### src/rtl/acia_rx_fifo.sv
// Receive FIFO between the ACIA serial receiver and the register interface.
// Stores {err, data} per byte, presents the head first-word-fall-through.
module acia_rx_fifo #(
  parameter int DEPTH  = 16,
  parameter int AW     = $clog2(DEPTH),
  parameter int THRESH = 1
) (
  input  logic        clk,
  input  logic        rst,
  input  logic [7:0]  rx_dat,
  input  logic        rx_stb,
  input  logic        rx_err,
  input  logic        pop,
  input  logic        flush,
  input  logic        clr_ovr,
  output logic [7:0]  dout,
  output logic        dout_err,
  output logic        empty,
  output logic        full,
  output logic [AW:0] count,
  output logic        overrun,
  output logic        avail_irq
);

  localparam logic [AW:0]   CNT_ONE  = {{AW{1'b0}}, 1'b1};
  localparam logic [AW-1:0] PTR_ONE  = {{(AW-1){1'b0}}, 1'b1};
  localparam int            DEPTH_I  = DEPTH;
  localparam int            THRESH_I = THRESH;
  localparam logic [AW:0]   CNT_FULL = DEPTH_I[AW:0];
  localparam logic [AW:0]   CNT_THR  = THRESH_I[AW:0];

  logic [8:0]    mem [DEPTH];
  logic [AW-1:0] wr_ptr;
  logic [AW-1:0] rd_ptr;
  logic [AW:0]   cnt;
  logic          ovr;
  logic          pop_ok;
  logic          push_ok;
  logic          drop;

  // Status flags come from the registered count only, so rx_stb/pop never
  // reach an output combinationally.
  assign empty     = (cnt == '0);
  assign full      = (cnt == CNT_FULL);
  assign count     = cnt;
  assign overrun   = ovr;
  assign avail_irq = (cnt >= CNT_THR);

  // A pop frees a slot in the same cycle, so a full FIFO still accepts a
  // strobe that coincides with a pop.
  assign pop_ok  = pop & ~empty;
  assign push_ok = rx_stb & (~full | pop_ok);
  assign drop    = rx_stb & full & ~pop_ok;

  always_ff @(posedge clk) begin
    if (push_ok && !flush)
      mem[wr_ptr] <= {rx_err, rx_dat};
  end

  always_ff @(posedge clk or negedge rst) begin
    if (!rst) begin
      wr_ptr <= '0;
      rd_ptr <= '0;
      cnt    <= '0;
      ovr    <= 1'b0;
    end else if (flush) begin
      wr_ptr <= '0;
      rd_ptr <= '0;
      cnt    <= '0;
      ovr    <= 1'b0;
    end else begin
      if (push_ok)
        wr_ptr <= wr_ptr + PTR_ONE;
      if (pop_ok)
        rd_ptr <= rd_ptr + PTR_ONE;
      case ({push_ok, pop_ok})
        2'b10:   cnt <= cnt + CNT_ONE;
        2'b01:   cnt <= cnt - CNT_ONE;
        default: cnt <= cnt;
      endcase
      if (drop)
        ovr <= 1'b1;
      else if (clr_ovr)
        ovr <= 1'b0;
    end
  end

  always_comb begin
    dout     = 8'h00;
    dout_err = 1'b0;
    if (!empty) begin
      dout     = mem[rd_ptr][7:0];
      dout_err = mem[rd_ptr][8];
    end
  end

endmodule

### config.mk
export PLATFORM = sky130hd
export DESIGN_NAME = acia_rx_fifo
export DESIGN_NICKNAME = d
export VERILOG_FILES = /design/src/rtl/acia_rx_fifo.sv
export SDC_FILE = /design/constraint.sdc
export NUM_CORES = 1
export LEC_CHECK = 0
export ABC_AREA = 1
export BUFFER_PORTS_ARGS = -buffer_cell sky130_fd_sc_hd__buf_2
export CORE_AREA = 4 4 172 174
export DETAILED_ROUTE_END_ITERATION = 16
export DIE_AREA = 0 0 176 178
export PLACE_DENSITY = 0.4
export REMOVE_ABC_BUFFERS = 1
export SLEW_MARGIN = 40
export SYNTH_ARGS = -nofsm -noshare
export SYNTH_HDL_FRONTEND = slang
export SYNTH_SLANG_ARGS = --single-unit
### constraint.sdc
create_clock -name clk -period 2.6 [get_ports clk]
set_input_delay 0.39 -clock clk [delete_from_list [all_inputs] [get_ports clk]]
set_output_delay 0.39 -clock clk [all_outputs]
set_load 0.01 [all_outputs]
== After elaboration in Yosys (flattened, before gate mapping) ==
Memory sizes are Yosys's and may differ from the RTL's.
Cells that the tools add are included.

* $add $sub $neg: 4
* Order comparisons: 1
* Equality and inequality tests: 3
* Multiplexer cells: 13
* Bitwise logic cells: 8
* Reduce and logical (&&, ||, !) cells: 7

{| class="wikitable"
|+ Operator list
! operator !! count
|-
| two-way mux 4 bit || 4
|-
| one-hot mux 5 bit (2 select lines) || 1
|-
| adder 4 x 1 -> 4 bit, second input constant || 2
|-
| two-way mux 8 bit || 1
|-
| two-way mux 1 bit || 6
|-
| nonzero test 3 bit || 2
|-
| adder 5 x 1 -> 5 bit, second input constant || 1
|-
| == test 5 bit, second input constant || 1
|-
| greater-or-equal comparator 5 x 1 -> 1 bit, second input constant || 1
|-
| zero test 5 bit || 1
|-
| two-way mux 5 bit || 1
|-
| subtractor 5 x 1 -> 5 bit, second input constant || 1
|-
| bitwise AND 1 bit || 4
|-
| nonzero test 2 bit || 2
|-
| inverter 1 bit || 3
|-
| == test 2 x 1 -> 1 bit, second input constant || 1
|-
| == test 2 bit, second input constant || 1
|-
| logical AND 1 bit || 1
|-
| zero test 1 bit || 1
|-
| OR 1 bit || 1
|}

* Flip-flop bits (word level): 14
* Memory bits (writable): 144
* Bits of input ports: 15
* Output and inout port bits: 18
* Word-level logic and storage cells: 41
* Memories kept: 1

{| class="wikitable"
|+ Memory list
! memory !! depth !! bits a word !! rd ports !! clocked after memory_dff !! write ports !! line !! RTL
|-
| mem || 16 || 9 || 1 || 0 || 1 || 32 || <nowiki>logic [8:0] mem [DEPTH];</nowiki>
|}

== Depth between registers and ports, before layout ==
Gate-level depths: netlist of run 1.

* Word-level depth: 8
* Mapped depth: 10
* Depth with buffers taken out: 10

== Worst setup path before layout of run 1 ==
No wires, ideal clock.

* Kind: register to register
* Start: reg cnt[0], in the netlist count[0]
* End: mem mem[13][0], enable pin
* Setup time: 0.387 ns
* Data arrival time: 1.999 ns
* Required time: 2.213 ns
* Setup slack: 0.214 ns
* Stages on the path, launching flop included: 10
* Path buffers: 0
* Period minus slack after synthesis: 2.386 ns
* Cells stage by stage: dfrtp_1 > inv_1 > ha_1 > nand3_4 > inv_2 > nand2_2 > nand2_4 > inv_4 > nand2_4 > nor3_1

* Elaborated cells on any way between the ends: 10
* Those cells by class: eq/ne (1); mux (2); bitwise (5); reduce/logical (2)

{| class="wikitable"
|+ RTL lines
! item !! line !! RTL
|-
| start, declared || 35 || <nowiki>logic [AW:0] cnt;</nowiki>
|-
| start signal, assigned || 77 || <nowiki>2'b10: cnt <= cnt + CNT_ONE;</nowiki>
|-
| start signal, assigned || 78 || <nowiki>2'b01: cnt <= cnt - CNT_ONE;</nowiki>
|-
| start signal, assigned || 79 || <nowiki>default: cnt <= cnt;</nowiki>
|-
| == test 5 bit || 44 || <nowiki>assign full = (cnt == CNT_FULL);</nowiki>
|-
| net full || 19 || <nowiki>output logic full,</nowiki>
|-
| inverter 1 bit || 52 || <nowiki>assign push_ok = rx_stb & (~full | pop_ok);</nowiki>
|-
| OR 1 bit || 52 ||
|-
| bitwise AND 1 bit || 52 ||
|-
| logical AND 1 bit || 56 || <nowiki>if (push_ok && !flush)</nowiki>
|-
| two-way mux 1 bit || 56 ||
|-
| two-way mux 1 bit (not written as such) || 57 || <nowiki>mem[wr_ptr] <= {rx_err, rx_dat};</nowiki>
|-
| end, declared || 32 ||
|}

The timed path passes the listed nets, and every way through them passes these cells.

== Worst setup path in the final report of run 1 ==
* Start: reg rd_ptr[1]
* End: out dout[4]

* Cells in the longest elaborated chain, start to end: 2

{| class="wikitable"
|+ RTL lines
! item !! line !! RTL
|-
| start, declared || 34 || <nowiki>logic [AW-1:0] rd_ptr;</nowiki>
|-
| start signal, assigned || 75 || <nowiki>rd_ptr <= rd_ptr + PTR_ONE;</nowiki>
|-
| memory (16 x 9 bit) || - ||
|-
| two-way mux 8 bit || 91 || <nowiki>if (!empty) begin</nowiki>
|-
| end, declared || 16 || <nowiki>output logic [7:0] dout,</nowiki>
|}

Every way passes these cells.

==> impl_metrics.toml, run 1 <==
[timing]
clock-skew-final_ns = 0.0129
hold_viol_final = 0
fmaxAchievable_ghz = 0.412
timing.max_slew.rel_slack_pct = 64.7
final_period_utilization_pct = 93.4
unrepaired_setup_endpoints_after_global_routing = "no"
fin_crit_ns = 2.43
setup_violations = 0
slew_viol_final = 0
least_setup_slack_across_all_paths_after_layout_ns = 0.172
tightest_slew_ns = 0.529

[global_route]
largest_net_degree_at_the_start_of_global_routing = 50
grt_use_total_pct = 12.3
first_pass_grt_wire_length_um = 28800
overflow = 0
first_global_vias = 4817
number_of_antenna_violations_at_the_first_check_in_global_routing = 0

[worst_setup_path]
worst-path-stages = 8
r2r-start = "count[0]$_DFFE_PN0P_"
critPathBufInv = 3
critPathLaunch = "rd_ptr[1]$_DFFE_PN0P_"
worst_path_largest_cell_delay_ns = 0.39
critical_path_class = "reg2out"
critPathTopFamily = "buffers and inverters"
cp_max_fo = 20
reg2reg_to = "mem[11][6]$_DFFE_PP_"
r2r_setup_slack_ns = 0.42
worstPathCellList = "inv_2, buf_12, nand3_1, nand3_1, nand2_1, nand2_1, a21oi_1, buf_2"
worst-endpoint-required_ns = 2.21
critPathCaptureType = "output pin"
crit_end = "dout[4]"
slowest_stage_cell_on_the_critical_path = "sky130_fd_sc_hd__dfrtp_1"
start_kind = "register"
arrival_time_reported_for_the_critical_path_endpoint_ns = 2.04
worst_case_reg_to_reg_path_depth = 10

[yosys]
syn_inst = 630
synth-seq-cells = 158
synthesis.yosys.warnings = 0
synthDominantCellAreaShare_pct = 62.6
post_synth_instance_area_sq_mm = 0.00691
post_synthesis_share_of_cell_area_spent_on_xor_and_xnor_gates_pct = 0.634
synth.yosys.seq_area_share_pct = 67.6
avgSynthCellArea_sq_um = 11.0
synth_compound_gate_area_share_pct = 1.50
number_of_distinct_library_cells_after_synthesis = 28
post_synth_fa_ha_maj_area_fraction_pct = 1.63
biggest_area_consumer_among_synthesized_cells = "sky130_fd_sc_hd__edfxtp_1"
synth_top_family_by_area = "simple AND/OR/NAND/NOR gates"
multiplexer_share_of_the_synthesized_area_pct = 0
netlist_top_cells_area = "sky130_fd_sc_hd__edfxtp_1 (63%), sky130_fd_sc_hd__nand2_1 (11%), sky130_fd_sc_hd__nand3_1 (8.8%), sky130_fd_sc_hd__dfrtp_1 (5.1%), sky130_fd_sc_hd__ha_1 (1.6%)"
post_synth_and_or_nand_nor_area_fraction_pct = 25.0

[floorplan]
die_h_um = 178
design.portCount = 33
start_util_pct = 24.9
dieWidth_um = 176
rows = 61
core_area_sq_mm = 0.0278
full_die_area_sq_mm = 0.0313

[layout]
commonest_cells_after_routing_fill_and_taps_aside = "sky130_fd_sc_hd__nand2_1 (211), sky130_fd_sc_hd__edfxtp_1 (144), sky130_fd_sc_hd__nand3_1 (121)"
design.final.nets = 707
final_layout_size_suffix_gt1_share_pct = 17.5
mostFrequentLayoutCell = "sky130_fd_sc_hd__nand2_1"
syn_to_final_growth_pct = 19.8
final_area_sq_mm = 0.00828
insertedDiodeCount = 0

[detailed_routing]
final_antenna_net_count = 0
initialDrtViolationCount = 378
detailedRoute.firstPassIterationCount = 5
post_drt_wl_per_cell_um = 17.4
via_count = 4751
route.final.wire_length_um = 18700
drt_drc_violations_left = 0
viasPerCell = 4.42

[outcome]
status = "finished clean"

[clock_tree]
cts-buffers-inserted = 17
h-tree-depth = 4
clock_path_buffers = 2
clk_pin_slew_ns = 0.07
ctsRootBufferMaster = "sky130_fd_sc_hd__clkbuf_16"
clock_sink_count = 158
clkLatencyLatePin_ns = 0.43
tritoncts = "done"

[place]
placement.cell_area_sq_mm = 0.00767
gpl.final_weighted_congestion = 0.729
detailedPlacementHpwl_um = 11600
place_ws_ns = 0.210
port_buffers = 32

[pwr]
power_per_cell_area_mw_per_mm2 = 827
total_leakage_power_nw = 3.14
vdd_drop_max_mv = 0.395

[min_path]
min_path_type = "in2reg"

[flow_run]
max-cap-violations = 0
[repair_timing]
item | CTS | global route
setup endpoints to repair | 9 | 4
hold endpoints to repair | 14 | 0
setup buffers | 2 | 0
gates resized for setup | 1 | 5
hold buffers | 1 | 0
[report_power, final]
group	internal (mW)	switching [mW]	total, mW	leakage [nW]
Combinational	0.513	1.03	1.54	1.38
Clock	1.33	1.07	2.40	0.274
Sequential	2.82	0.0766	2.90	1.48
[through the flow]
stage / total power, mW / instances / setup TNS, ns / utilization (%) / hold WS [ns]
final: 6.84 / 1074 / 0 / 29.8 / 0.240
after CTS: 6.90 / 1074 / -0.00744 / 29.7 / 0.232
after global routing: 7.23 / 1074 / 0 / 29.8 / 0.249
after global placement: 4.47 / 1039 / 0 / 27.6 / 0.336
after floorplan: 3.89 / 601 / -8.58 / - / 0.0944
after detailed placement: 4.48 / 1039 / 0 / 27.6 / 0.347
[cells in the mapped netlist, drive strengths merged]
master  number
nand2      218
inv         23
a211o        1
nor2        24
ha           9
a21oi       11
xnor2        1
edfxtp     144
nand4        7
xor2         4
buf         25
o21ai        8
nor3         8
nand3      126
clkinv       3
clkbuf       4
dfrtp       14
[flip-flops by register name, indices dropped and copies added, names as in the netlist]
signal   cells
overrun      1
rd_ptr       4
count        5
mem        144
wr_ptr       4
[kinds of logic after synthesis]
logic type,Yosys count
adders and majority gates,9
buffers and inverters,55
xor gates and xnor gates,5
AOI/OAI and AO/OA,20
DFF,158
and+or+nand+nor,383
[metal layers]
layer	vias to the layer above	wire, um	track usage (%)
li1	2287	-	-
met5	-	0	0
met1	2347	8850	16.8
met3	26	685	2.86
met4	0	380	3.87
met2	91	8760	19.6
[how the worst min path moves through the flow]
stage           from               endpoint  cells past startpoint  slack [ns]
3_5_place_dp     rst  wr_ptr[1]$_DFFE_PN0P_                      1        0.35
3_3_place_gp     rst    overrun$_DFFE_PN0P_                      1        0.34
4_1_cts        flush    overrun$_DFFE_PN0P_                      2        0.23
2_1_floorplan    rst   count[0]$_DFFE_PN0P_                      0        0.09
5_1_grt        flush    overrun$_DFFE_PN0P_                      2        0.25
6_report       flush    overrun$_DFFE_PN0P_                      2        0.24
[layout make-up]
type | instances | area, sq um
flip-flops and latches | 158 | 4680
multi-input cells | 417 | 2030
repair buffers | 63 | 433
fillers | 2907 | 19500
clock inverters | 15 | 136
well taps | 378 | 473
inverters | 26 | 103
clock buffers | 17 | 425
Note: power is estimated with default switching activity, not from simulation.
==> run 2: changes to the inputs <==
--- a/config.mk
+++ b/config.mk
@@ -10,7 +10,7 @@
 export CORE_AREA = 4 4 172 174
 export DETAILED_ROUTE_END_ITERATION = 16
 export DIE_AREA = 0 0 176 178
-export PLACE_DENSITY = 0.4
+export PLACE_DENSITY = 0.41
 export REMOVE_ABC_BUFFERS = 1
 export SLEW_MARGIN = 40
 export SYNTH_ARGS = -nofsm -noshare
==> constraint.sdc (replaced) <==
create_clock -name clk -period 2.2 [get_ports clk]
set_input_delay 0.22 -clock clk [delete_from_list [all_inputs] [get_ports clk]]
set_output_delay 0.22 -clock clk [all_outputs]
set_load 0.01 [all_outputs]
==> run 2 against run 1 <==
The flow now finishes with violations (setup timing); global-route usage is 0.57 points higher; register-to-register slack worse by 0.27 ns; count of clock-buffer cells in the layout stayed put; core utilization is 2.5 points higher.
==> impl_metrics.toml, run 2 (synthesis gave the netlist of run 1 again) <==
[clock_tree]
clock_path_buffers = 2
ctsRootBufferMaster = "sky130_fd_sc_hd__clkbuf_16"
tritoncts = "done"
h-tree-depth = 4
clock_sink_count = 158
cts-buffers-inserted = 17
clk_pin_slew_ns = 0.06
clkLatencyLatePin_ns = 0.42

[worst_setup_path]
worst-path-stages = 10
start_kind = "register"
critPathTopFamily = "buffers and inverters"
worst_case_reg_to_reg_path_depth = 10
r2r_setup_slack_ns = 0.15
arrival_time_reported_for_the_critical_path_endpoint_ns = 2.01
r2r-start = "count[1]$_DFFE_PN0P_"
cp_max_fo = 6
critical_path_class = "reg2out"
worst-endpoint-required_ns = 1.98
critPathLaunch = "rd_ptr[0]$_DFFE_PN0P_"
critPathBufInv = 4
reg2reg_to = "mem[13][5]$_DFFE_PP_"
worstPathCellList = "buf_12, buf_12, buf_16, nand2_1, nand3_1, nand3_2, nand2_2, nand2_1, a21oi_2, buf_2"
worst_path_largest_cell_delay_ns = 0.44
crit_end = "dout_err"
slowest_stage_cell_on_the_critical_path = "sky130_fd_sc_hd__dfrtp_2"
critPathCaptureType = "output pin"

[floorplan]
start_util_pct = 24.9
design.portCount = 33
die_h_um = 178
core_area_sq_mm = 0.0278
full_die_area_sq_mm = 0.0313
rows = 61
dieWidth_um = 176

[timing]
unrepaired_setup_endpoints_after_global_routing = "yes"
clock-skew-final_ns = 0.0160
setup_total_negative_slack_ns = -0.126
hold_viol_final = 0
setup_violations = 8
least_setup_slack_across_all_paths_after_layout_ns = -0.0273
fmaxAchievable_ghz = 0.449
tightest_slew_ns = 0.487
fin_crit_ns = 2.23
timing.max_slew.rel_slack_pct = 67.5
final_period_utilization_pct = 101
slew_viol_final = 0

[global_route]
grt_use_total_pct = 12.9
number_of_antenna_violations_at_the_first_check_in_global_routing = 1
largest_net_degree_at_the_start_of_global_routing = 37
first_global_vias = 5059
first_pass_grt_wire_length_um = 30400
overflow = 0

[pwr]
clock_power_share_pct = 32.8
combinationalPowerShare_pct = 29.2
pwr-share-seq_pct = 38.0
cellInternalPower_mw = 6.10
netSwitchingPower_mw = 2.84
power_per_cell_area_mw_per_mm2 = 996
vdd_drop_max_mv = 0.524
netSwitchingFraction_pct = 31.8
report.power.total_mw = 8.94
total_leakage_power_nw = 3.42

[detailed_routing]
final_antenna_net_count = 0
initialDrtViolationCount = 386
via_count = 4920
detailedRoute.firstPassIterationCount = 5
viasPerCell = 4.49
post_drt_wl_per_cell_um = 18.0
drt_drc_violations_left = 0
route.final.wire_length_um = 19700

[outcome]
status = "complete, but fails checks"
failing_checks = "setup timing"

[place]
dp.cells = 1045
port_buffers = 32
gpl.final_weighted_congestion = 0.822
detailedPlacementHpwl_um = 12300

[layout]
design.final.nets = 729
insertedDiodeCount = 0
largest_register_ff_count = 144
mostFrequentLayoutCell = "sky130_fd_sc_hd__nand2_1"
fin_util_pct = 32.3
finish.cell_count_without_fillers = 1095
final_layout_size_suffix_gt1_share_pct = 28.0
syn_to_final_growth_pct = 29.9
max_flop_register = "mem"
fillerInstances = 2860
commonest_cells_after_routing_fill_and_taps_aside = "sky130_fd_sc_hd__nand2_1 (189), sky130_fd_sc_hd__edfxtp_1 (144), sky130_fd_sc_hd__nand3_1 (95)"

[min_path]
holdPathStages = 4
min_path_type = "in2reg"

[flow_run]
max-cap-violations = 0
[run 2: cell types whose count changed in the layout (fill, tap and decap cells not counted), moves of 4 or more]
cell and change:
sky130_fd_sc_hd__a21oi_1 -5, sky130_fd_sc_hd__a21oi_2 +5, sky130_fd_sc_hd__buf_12 +6, sky130_fd_sc_hd__buf_16 +6, sky130_fd_sc_hd__buf_4 +4, sky130_fd_sc_hd__nand2_1 -22
sky130_fd_sc_hd__nand2_2 +19, sky130_fd_sc_hd__nand3_1 -26, sky130_fd_sc_hd__nand3_2 +26
[run 2: tightest hold or removal path, cell delays in order]
cell and delay, ns:
sky130_fd_sc_hd__buf_2 0.07, sky130_fd_sc_hd__inv_1 0.03, sky130_fd_sc_hd__a21oi_1 0.11, sky130_fd_sc_hd__nor2_1 0.04
[run 2: metal layers]
| layer | vias up | part of all wire, % | GRT usage, % |
|---|---|---|---|
| li1 | 2335 | - | - |
| met3 | 27 | 5.1 | 2.86 |
| met2 | 150 | 46 | 20.4 |
| met4 | 0 | 1.9 | 3.80 |
| met1 | 2408 | 47 | 17.9 |
| met5 | - | 0 | 0 |
[run 2: how the worst min path moves through the flow]
stage	startpoint	endpoint
floorplan	rst	count[0]$_DFFE_PN0P_
global placement	rst	count[3]$_DFFE_PN0P_
detailed placement	rst	count[3]$_DFFE_PN0P_
CTS	clr_ovr	overrun$_DFFE_PN0P_
global route	flush	overrun$_DFFE_PN0P_
finish	clr_ovr	overrun$_DFFE_PN0P_
[run 2: final cells by class]
class / count / area [sq um] / area share [%]
clock buffer: 17 / 425 / 4.74
tap: 378 / 473 / 5.27
clock inverter: 14 / 156 / 1.74
multi-input combinational: 417 / 2270 / 25.3
inverter: 26 / 114 / 1.27
timing repair buffer: 85 / 861 / 9.59
sequential: 158 / 4680 / 52.1
[run 2: power by group through the flow]
stage	Clock [mW]	Combinational [mW]	Sequential, mW
floorplan	0	1.02	3.57
finish	2.93	2.61	3.40
global placement	0	1.90	3.45
global route	3.15	2.86	3.41
CTS	3.00	2.47	3.40
detailed placement	0	1.90	3.46
[run 2: per-stage QoR]
stage | setup WS [ns] | instance area (sq um) | hold slack, ns
floorplan | -1.13 | 6770 | -0.0756
finish | -0.0273 | 8980 | 0.0916
global route | -0.136 | 8980 | 0.0905
detailed placement | 0.0312 | 7720 | 0.157
CTS | -0.0526 | 8780 | 0.0686
global placement | 0.0991 | 7720 | 0.149
[run 2: repair_timing]
action	4_1_cts	5_1_grt
endpoints found under the setup margin	10	45
gates cloned	6	3
endpoints found under the hold margin	14	0
buffers inserted	9	2
pin swaps	18	36
hold buffers	1	0
resized for setup	45	39
==> run 3: changes to the inputs <==
--- a/config.mk
+++ b/config.mk
@@ -7,10 +7,10 @@
 export LEC_CHECK = 0
 export ABC_AREA = 1
 export BUFFER_PORTS_ARGS = -buffer_cell sky130_fd_sc_hd__buf_2
-export CORE_AREA = 4 4 172 174
+export CORE_AREA = 4 4 118 120
 export DETAILED_ROUTE_END_ITERATION = 16
-export DIE_AREA = 0 0 176 178
-export PLACE_DENSITY = 0.41
+export DIE_AREA = 0 0 122 124
+export PLACE_DENSITY = 0.75
 export REMOVE_ABC_BUFFERS = 1
 export SLEW_MARGIN = 40
 export SYNTH_ARGS = -nofsm -noshare
==> run 3 against run 2 <==
The flow still finishes with violations (setup timing); highest routed layer unchanged; clock power increased by 4%; setup slack got worse by 0.054 ns; maximum frequency decreased by 2.3%; sequential cell count unchanged; largest power group unchanged; non-clock buffer count is 9 lower.
==> impl_metrics.toml, run 3 (synthesis gave the netlist of run 1 again) <==
[detailed_routing]
detailedRoute.firstPassIterationCount = 7
post_drt_wl_per_cell_um = 20.5
route.final.wire_length_um = 18200
drt_drc_violations_left = 0
final_antenna_net_count = 0
initialDrtViolationCount = 712
viasPerCell = 5.88
via_count = 5203

[floorplan]
design.portCount = 33
die_h_um = 124
core_area_sq_mm = 0.0130
dieWidth_um = 122
rows = 42
start_util_pct = 53.2
full_die_area_sq_mm = 0.0151

[global_route]
groute.layer.met1.usage_pct = 31.2
overflow = 0
grt.met2_usage_pct = 36.8
groute.layer.met3.usage_pct = 5.77
number_of_antenna_violations_at_the_first_check_in_global_routing = 0
first_pass_grt_wire_length_um = 26100
grt_use_total_pct = 23.4
largest_net_degree_at_the_start_of_global_routing = 54
first_global_vias = 4828
grt_busiest_layer = "met2"

[timing]
slew_viol_final = 0
unrepaired_setup_endpoints_after_global_routing = "yes"
setup_violations = 8
fmaxAchievable_ghz = 0.438
hold_viol_final = 0
setup_total_negative_slack_ns = -0.250
final_period_utilization_pct = 104
clock-skew-final_ns = 0.00676
fin_crit_ns = 2.28
timing.max_slew.rel_slack_pct = 69.7
least_setup_slack_across_all_paths_after_layout_ns = -0.0808
tightest_slew_ns = 0.455

[place]
place_ws_ns = 0.0908
detailedPlacementHpwl_um = 10800
gpl.final_weighted_congestion = 0.846
port_buffers = 32
placement.cell_area_sq_mm = 0.00742

[clock_tree]
ctsRootBufferMaster = "sky130_fd_sc_hd__clkbuf_16"
clock_path_buffers = 2
tritoncts = "done"
clock_sink_count = 158
clk_pin_slew_ns = 0.07
h-tree-depth = 4
cts-buffers-inserted = 17
clkLatencyLatePin_ns = 0.42

[pwr]
vdd_drop_max_mv = 0.519
report.power.total_mw = 8.89
power_per_cell_area_mw_per_mm2 = 1040
total_leakage_power_nw = 3.33

[layout]
design.final.nets = 720
multi_input_logic_area_sq_mm = 0.00221
final_layout_size_suffix_gt1_share_pct = 25.4
mostFrequentLayoutCell = "sky130_fd_sc_hd__nand2_1"
max_flop_register = "mem"
seqCellArea_sq_mm = 0.00468
commonest_cells_after_routing_fill_and_taps_aside = "sky130_fd_sc_hd__nand2_1 (197), sky130_fd_sc_hd__edfxtp_1 (144), sky130_fd_sc_hd__nand3_1 (96)"
syn_to_final_growth_pct = 23.4
final_area_sq_mm = 0.00853
insertedDiodeCount = 0
largest_register_ff_count = 144
fillerInstances = 918

[worst_setup_path]
critPathBufInv = 4
worst-endpoint-required_ns = 1.98
reg2reg_to = "mem[3][8]$_DFFE_PP_"
critPathTopFamily = "buffers and inverters"
worstPathCellList = "inv_8, buf_12, buf_12, nand2_1, nand3_1, nand3_1, nand2_1, nand2_1, a21oi_2, buf_2"
r2r-start = "count[1]$_DFFE_PN0P_"
worst_path_most_repeated_cell = "sky130_fd_sc_hd__nand2_1"
critical_path_class = "reg2out"
r2r_setup_slack_ns = 0.15
arrival_time_reported_for_the_critical_path_endpoint_ns = 2.06
cp_max_fo = 8
worst-path-stages = 10
worst_path_largest_cell_delay_ns = 0.49
start_kind = "register"
critPathCaptureType = "output pin"
slowest_stage_cell_on_the_critical_path = "sky130_fd_sc_hd__dfrtp_2"
worst_case_reg_to_reg_path_depth = 10

[min_path]
min_path_type = "in2reg"
worstHoldEndpoint = "overrun$_DFFE_PN0P_"
timing.hold.worst.start = "flush"
holdPathStages = 2

[flow_run]
max-cap-violations = 0

[outcome]
failing_checks = "setup timing"
status = "complete, but fails checks"
-- run 3: cell count changes in the layout (fill, tap and decap cells not counted), sizes merged --
| cell | change |
|---|---|
| clkbuf | +1 |
| inv | -5 |
| clkinv | +1 |
| clkinvlp | +3 |
| buf | -10 |
| bufinv | +2 |
-- run 3: worst max-delay path by stage --
| stage | from | to | slack, ns |
|---|---|---|---|
| floorplan | rd_ptr[0]$_DFFE_PN0P_ | dout[0] | -1.13 |
| detailed placement | count[1]$_DFFE_PN0P_ | mem[15][5]$_DFFE_PP_ | 0.09 |
| CTS | rd_ptr[0]$_DFFE_PN0P_ | dout[4] | -0.03 |
| global placement | count[1]$_DFFE_PN0P_ | mem[15][7]$_DFFE_PP_ | 0.19 |
| global route | rd_ptr[0]$_DFFE_PN0P_ | dout[0] | -0.12 |
| finish | rd_ptr[0]$_DFFE_PN0P_ | dout[0] | -0.08 |
-- run 3: cell type report --
class | count | area share, %
tap | 176 | 2.58
multi-input combinational | 417 | 26.0
inverter | 26 | 1.33
sequential | 158 | 54.8
clock buffer | 17 | 4.99
clock inverter | 15 | 2.30
timing repair buffer | 76 | 8.02
-- run 3: stage by stage --
step | utilization (%) | std cells | hold WS (ns)
2_1_floorplan | - | 601 | -0.0756
5_1_grt | 65.7 | 885 | 0.0945
3_5_place_dp | 57.1 | 840 | 0.151
3_3_place_gp | 57.1 | 840 | 0.144
6_report | 65.7 | 885 | 0.0774
4_1_cts | 62.5 | 875 | 0.0652
-- run 3: metal layers --
layer	vias to the layer above	wire (um)
met4	0	498
li1	2312	-
met2	306	8790
met5	-	0
met3	46	1770
met1	2539	7120
-- run 3: report_power, final --
group | switching, mW | internal, mW | total [mW]
logic | 1.49 | 0.920 | 2.41
registers | 0.0755 | 3.34 | 3.42
clock network | 1.17 | 1.89 | 3.06
-- run 3: timing repair --
item,in CTS,in global routing
gates cloned,1,6
hold buffers,1,0
resized for setup,6,64
setup endpoints to repair,9,35
setup buffers,1,5
endpoints found under the hold margin,14,0
pin swaps,1,22
